[src/rtl/datapath_sequencer.sv]
// datapath_sequencer: command FIFO and read/execute/write-back sequencer driving the regfile/ALU/buffer datapath
module datapath_sequencer #(
  parameter int DEPTH = 4,
  parameter int CNTW  = 3
) (
  input  logic            clk,
  input  logic            reset,
  input  logic            cmd_valid,
  output logic            cmd_ready,
  input  logic [1:0]      cmd_kind,
  input  logic [7:0]      cmd_alu_op,
  input  logic [3:0]      cmd_dst,
  input  logic [3:0]      cmd_src1,
  input  logic [3:0]      cmd_src2,
  input  logic [15:0]     cmd_imm,
  output logic [15:0]     initialR,
  output logic [3:0]      regWrite,
  output logic [3:0]      regRead1,
  output logic [3:0]      regRead2,
  output logic [7:0]      ALUOp,
  output logic [3:0]      buffCtrl,
  output logic            regWriteEn,
  input  logic [15:0]     alu_result,
  input  logic [4:0]      alu_flags,
  output logic            resp_valid,
  input  logic            resp_ready,
  output logic [15:0]     resp_result,
  output logic [4:0]      resp_flags,
  output logic            busy,
  output logic [CNTW-1:0] fifo_count
);
  localparam int AW = (DEPTH > 1) ? $clog2(DEPTH) : 1;
  typedef enum logic [2:0] {IDLE, READ, EXEC, LOADI, RESP} state_t;
  typedef struct packed {
    logic [1:0]  kind;
    logic [7:0]  op;
    logic [3:0]  dst;
    logic [3:0]  src1;
    logic [3:0]  src2;
    logic [15:0] imm;
  } cmd_t;
  cmd_t          mem [DEPTH];
  cmd_t          ir;
  state_t        state, state_n;
  logic [AW-1:0] wptr, rptr;
  logic          push, pop;
  assign cmd_ready  = !reset && fifo_count < CNTW'(DEPTH);
  assign push       = cmd_valid && cmd_ready;
  assign pop        = state == IDLE && fifo_count != '0;
  assign busy       = state != IDLE || fifo_count != '0;
  assign resp_valid = state == RESP;
  // FIFO storage; entries beyond the occupied window are never read, so no reset
  always_ff @(posedge clk)
    if (push) mem[wptr] <= {cmd_kind, cmd_alu_op, cmd_dst, cmd_src1, cmd_src2, cmd_imm};
  // FIFO pointers wrap naturally at the power-of-two depth
  always_ff @(posedge clk or posedge reset)
    if (reset) begin
      wptr       <= '0;
      rptr       <= '0;
      fifo_count <= '0;
    end else begin
      if (push) wptr <= wptr + 1'b1;
      if (pop) rptr <= rptr + 1'b1;
      fifo_count <= fifo_count + CNTW'(push) - CNTW'(pop);
    end
  // state register
  always_ff @(posedge clk or posedge reset)
    if (reset) state <= IDLE;
    else state <= state_n;
  // instruction register and response capture at the end of EXEC/LOADI
  always_ff @(posedge clk or posedge reset)
    if (reset) begin
      ir          <= '0;
      resp_result <= '0;
      resp_flags  <= '0;
    end else begin
      if (pop) ir <= mem[rptr];
      if (state == EXEC) begin
        resp_result <= alu_result;
        resp_flags  <= alu_flags;
      end else if (state == LOADI) begin
        resp_result <= ir.imm;
        resp_flags  <= '0;
      end
    end
  // next state and datapath controls decoded purely from state so reset clears them at once
  always_comb begin
    state_n    = state;
    initialR   = '0;
    regWrite   = '0;
    regRead1   = '0;
    regRead2   = '0;
    ALUOp      = '0;
    buffCtrl   = '0;
    regWriteEn = 1'b0;
    case (state)
      IDLE: if (fifo_count != '0) state_n = mem[rptr].kind == 2'd2 ? LOADI : READ;
      READ: begin
        regRead1 = ir.src1;
        regRead2 = ir.src2;
        ALUOp    = ir.op;
        buffCtrl = 4'b0110;
        state_n  = EXEC;
      end
      EXEC: begin
        regRead1   = ir.src1;
        regRead2   = ir.src2;
        ALUOp      = ir.op;
        buffCtrl   = 4'b1110;
        regWrite   = ir.dst;
        regWriteEn = ir.kind == 2'd0;
        state_n    = RESP;
      end
      LOADI: begin
        initialR   = ir.imm;
        buffCtrl   = 4'b0001;
        regWrite   = ir.dst;
        regWriteEn = 1'b1;
        state_n    = RESP;
      end
      RESP: if (resp_ready) state_n = IDLE;
      default: state_n = IDLE;
    endcase
  end
endmodule

[config.mk]
export PLATFORM = sky130hd
export DESIGN_NAME = datapath_sequencer
export DESIGN_NICKNAME = d
export VERILOG_FILES = /design/src/rtl/datapath_sequencer.sv
export SDC_FILE = /design/constraint.sdc
export NUM_CORES = 1
export LEC_CHECK = 0
export ABC_AREA = 1
export CAP_MARGIN = 30
export CORE_MARGIN = 5
export CORE_UTILIZATION = 40
export DETAILED_ROUTE_END_ITERATION = 8
export GPL_TIMING_DRIVEN = 0
export PLACE_DENSITY_LB_ADDON = 0.12
export SYNTH_ARGS = -nofsm -noshare
export SYNTH_HDL_FRONTEND = slang
export SYNTH_SLANG_ARGS = --single-unit
[constraint.sdc]
create_clock -name clk -period 3.31 [get_ports clk]
set_input_delay 0.993 -clock clk [delete_from_list [all_inputs] [get_ports clk]]
set_output_delay 0.993 -clock clk [all_outputs]
set_load 0.02 [all_outputs]
* Yosys cells after proc, flatten, opt, wreduce, memory -nomap -nowiden
Memories as Yosys holds them, arrays and structs flattened.
Cells that the tools add are included.
** Word-level totals
- Register bits after elaboration :: 69
- Memory bits (writable) :: 152
- Input port bits :: 63
- Output and inout port bits :: 68
- Logic and storage cells :: 55
- Memories kept :: 1
** Operators by class
- Add/subtract/negate cells :: 4
- $lt $le $gt $ge :: 1
- Eq/ne operators :: 7
- Mux-type cells :: 17
- Reduce and logical (&&, ||, !) cells :: 13
** Memory list
- mem :: depth 4, width 38, rd ports 1, clocked after Yosys merged registers in 0, write ports 1, line 42 : cmd_t mem [DEPTH];
** Operators by type and width (number)
- $mux 16 :: 3
- $mux 4 :: 3
- $pmux 3 s4 :: 1
- $pmux 4 s3 :: 1
- $mux 5 :: 2
- $mux 8 :: 1
- $eq 3x2->1 const B :: 2
- $mux 3 :: 2
- $reduce_bool 3->1 :: 2
- $add 2x1->2 const B :: 2
- $ne 2x1->1 const B :: 2
- $reduce_or 2->1 :: 2
- $add 3x1->3 :: 1
- $eq 3x1->1 const B :: 1
- $eq 3x3->1 const B :: 1
- $logic_and 1x1->1 :: 3
- $logic_not 3->1 :: 1
- $lt 3x3->1 const B :: 1
- $sub 3x1->3 :: 1
- $eq 2x2->1 const B :: 1
- $logic_not 2->1 :: 1
- $mux 1 :: 2
- $mux 2 :: 1
- $pmux 1 s2 :: 1
- other kinds (4) :: 4

* Depth between registers and ports, before layout
- Word-level depth :: 5
- Mapped depth :: 12
- Gate-level depth less buffers :: 10

* Worst setup path after synthesis
No wires, ideal clock.
- Path type :: in2reg
- From :: in reset
- To :: mem mem[0][0] (netlist name) (enable)
- Data arrival time :: 3.227 ns
- Path slack :: -0.350 ns
- Cell stages on the path :: 3
- Buffers on the path :: 0
- Cell sequence :: nor2_1 nand2_1 nor2_1
** On the way
- Longest elaborated chain between the ends :: 5
** RTL lines
- start, declared :: line 7 : input logic reset,
- $logic_not 1->1 (no source line)
- $logic_and 1x1->1 :: line 47 : assign cmd_ready = !reset && fifo_count < CNTW'(DEPTH);
- $logic_and 1x1->1 :: line 48 : assign push = cmd_valid && cmd_ready;
- $mux 1 :: line 54 : if (push) mem[wptr] <= {cmd_kind, cmd_alu_op, cmd_dst, cmd_src1, cmd_src2, cmd_imm};
- $mux 1 (not written as such) :: line 54
- end, declared :: line 42
No other way between the ends.

* Worst setup path after layout
- From :: in reset
- To :: out cmd_ready
** On the way
- Longest elaborated chain between the ends :: 2
** RTL lines
- $logic_not 1->1 (no source line)
- $logic_and 1x1->1 :: line 47
- end, declared :: line 9 : output logic cmd_ready,
No other way between the ends.

==> metrics.md <==
| Metric | Value |
|---|---|
| Final worst-path cycle share | 96.9% |
| R2R Setup Slk | 810 ps |
| Core ar. | 0.0219 mm² |
| Worst slack, placed | -69.3 ps |
| Io pins | 131 |
| Endpoints failing setup | 0 |
| Unique masters post-synth | 28 |
| Sequential area share after synthesis | 70.7% |
| Non-filler cells, final | 1220 |
| Fin crit period | 3210 ps |
| Placer Congestion | 0.705 |
| Clock skew | 7.29 ps |
| RSZ-0062 raised after global routing | no |
| Final Max Slew Viols | 0 |
| Vias per cell | 4.88 |
| Worst hold path type | flop to flop |
| Routed wire length per instance | 17.8 µm |
| Worst stage delay on the critical path | 620 ps |
| Net Count, Synth | 828 |
| H-tree depth | 1 |
| CTS Buf Count | 25 |
| Final ANT Viol Nets | 0 |
| Via count | 5952 |
| Setup crit start kind | input port |
| Crit path DAT | 2210 ps |
| Synthesized area | 0.00890 mm² |
| CP max stage cell | clkdlybuf4s50_1 |
| Peak supply drop | 0.000516 V |
| Fin util | 52.6% |
| Post-route DRC | 0 |
| Crit Path Category | input port to output pin |
| GRT overflow | 0 |
| Cell Chain, Critical Path | clkdlybuf4s50_1 > nor2_1 > clkdlybuf4s50_1 |
| Clk sinks | 221 |
| Mean area per synthesized cell | 11.7 µm² |
| Status | finished, final reports clean |
| Worst-Skew Late Latency | 510 ps |
| P_leak | 4.61 nW |
| CTS tree | built |
| Commonest non-fill, non-tap cell in the layout | edfxtp_1 |
| Worst path required time | 2320 ps |
| Final wirelength | 21700 µm |
| Crit. End Element | output pin |
| Post-synthesis cell count | 758 |
| Max frequency | 312 MHz |
| First-pass detailed-route iteration total | 4 |
| Tightest Pin Transition | 752 ps |
| Num rows | 54 |
| IO buf count | 130 |
| Global-route wire length before repair | 34000 µm |
| Clock transition at path regs | 50 ps |
| Critical path peak fanout | 2 |
| Pin count of the biggest net entering global routing | 43 |
| Vias in the first global route | 5967 |
| Proportion of layout cells with a drive suffix above 1 | 12.3% |
| Die footprint | 0.0253 mm² |
| Synth warnings | 0 |
| Final WS setup | 104 ps |
| Buf/Inv on CP | 2 |
| DRT iter0 DRCs | 363 |
| Initial antenna violation count | 2 |
| Most common cell on crit path | clkdlybuf4s50_1 |
| Setup TNS | 0 ps |
| Relative slew slack | 49.8% |
| Antenna diodes | 0 |
| Initial core utilization | 40.7% |
| Nets | 992 |
| Die Y | 159 µm |
| Post-synthesis register bit count | 221 |
| CTS max path bufs | 3 |
| Max Cap Viol | 0 |
| Final Hold Vio Count | 0 |
| Power density over the cells | 926 mW/mm² |
| CTS root buf | clkbuf_16 |
| Commonest non-fill, non-tap cells in the layout | edfxtp_1, nor2_1, clkdlybuf4s50_1, nand2_1, o21ai_0 |
| Gr usage total | 16.8% |
| HPWL after DPL | 14400 µm |
| Worst path top cell family by delay | buffers and inverters |
| Dpl cells | 1174 |
| Area Growth Syn to Fin | 29.3% |
| Die span in x | 159 µm |
cell usage after synthesis:
cell | count | area share, %
edfxtp_1 | 152 | 51
nor3_4 | 1 | 0.18
o21ai_2 | 16 | 1.6
nor2_2 | 11 | 0.77
a21oi_1 | 2 | 0.11
o31ai_1 | 1 | 0.084
a22o_1 | 5 | 0.49
nand3b_1 | 16 | 1.3
buf_6 | 9 | 1.1
nand3_1 | 7 | 0.39
nand2_1 | 89 | 3.8
xor2_1 | 3 | 0.30
dfrtp_1 | 69 | 19
buf_8 | 2 | 0.34
nor3_1 | 1 | 0.056
clkbuf_2 | 1 | 0.056
ha_1 | 6 | 0.84
inv_2 | 5 | 0.21
xnor2_1 | 1 | 0.098
o21ai_1 | 40 | 2.2
nand2_2 | 2 | 0.14
clkbuf_1 | 13 | 0.55
inv_1 | 58 | 2.4
nor2_1 | 144 | 6.1
buf_4 | 3 | 0.25
o21ai_0 | 89 | 5.0
fa_1 | 1 | 0.22
buf_2 | 11 | 0.62
worst reg2reg max path: stages, from the launching register on:
cell and delay [ps]:
dfrtp_1 420, nor2_1 160, nand2_1 80, nand2_2 170
inv_2 80, buf_8 160, buf_8 160, ha_1 270
inv_1 40, ha_1 180, fa_1 380, xnor2_1 150
xor2_1 140
cell families (layout without fill, tap and decap cells):
group	count (synthesis)	after routing	share of synthesized area [%]
AND/OR/NAND/NOR	271	271	12.7
flip-flops	221	221	70.7
AO/OA/AOI/OAI	153	153	9.52
buffers and inverters	102	284	5.61
adder cells (fa/ha/maj)	7	7	1.07
XOR/XNOR	4	4	0.394
area by class of cell:
cell class              count  area (µm²)
fillers                  1958       10400
well taps                 280         350
repair buffers            137        1430
plain buffers              39         264
multi-input cells         435        2140
inverters                  63         239
flip-flops and latches    221        6290
clock buffers              32         702
clock inverters            13        91.3
what timing repair did:
action,CTS,global route
endpoints found under the setup margin,24,17
resized for setup,27,8
buffers inserted,0,1
hold buffers,0,0
final timing paths:
path                                    start            end  cells past startpoint
worst max register to register  fifo_count[1]  fifo_count[2]                     12
worst min-delay path                   ir[37]         ir[37]                      2
max in group asynchronous               reset          ir[5]                      3
worst min register to register         ir[37]         ir[37]                      2
min in group asynchronous               reset        wptr[0]                      2
worst max-delay path                    reset      cmd_ready                      3
stage by stage:
stage | cell area [µm²] | hold WS [ps] | total power, mW
2_1_floorplan | 8900 | 451 | 6.51
3_3_place_gp | 10600 | 471 | 8.13
3_5_place_dp | 10700 | 475 | 8.23
4_1_cts | 11500 | 490 | 10.8
5_1_grt | 11500 | 516 | 11.4
6_report | 11500 | 486 | 10.7
flip-flops by register name, summed over array words and instances, names as in the netlist:
name / flops
state: 3
rptr: 2
mem: 152
wptr: 2
fifo_count: 3
ir: 38
resp_flags: 5
resp_result: 16
power by group:
| group | internal (mW) | switching [mW] | total (mW) |
|---|---|---|---|
| Clock | 1.57 | 1.05 | 2.62 |
| Sequential | 3.54 | 0.212 | 3.75 |
| Combinational | 1.59 | 2.70 | 4.29 |
| Total | 6.69 | 3.96 | 10.7 |
metal layers:
layer,up-vias,track usage [%],part of all wire [%]
met3,34,3.93,6.9
met2,188,27.9,47
li1,2889,-,-
met5,-,0,0.092
met1,2837,23.1,45
met4,4,3.14,1.5
Power figures use the tool's default switching activity.
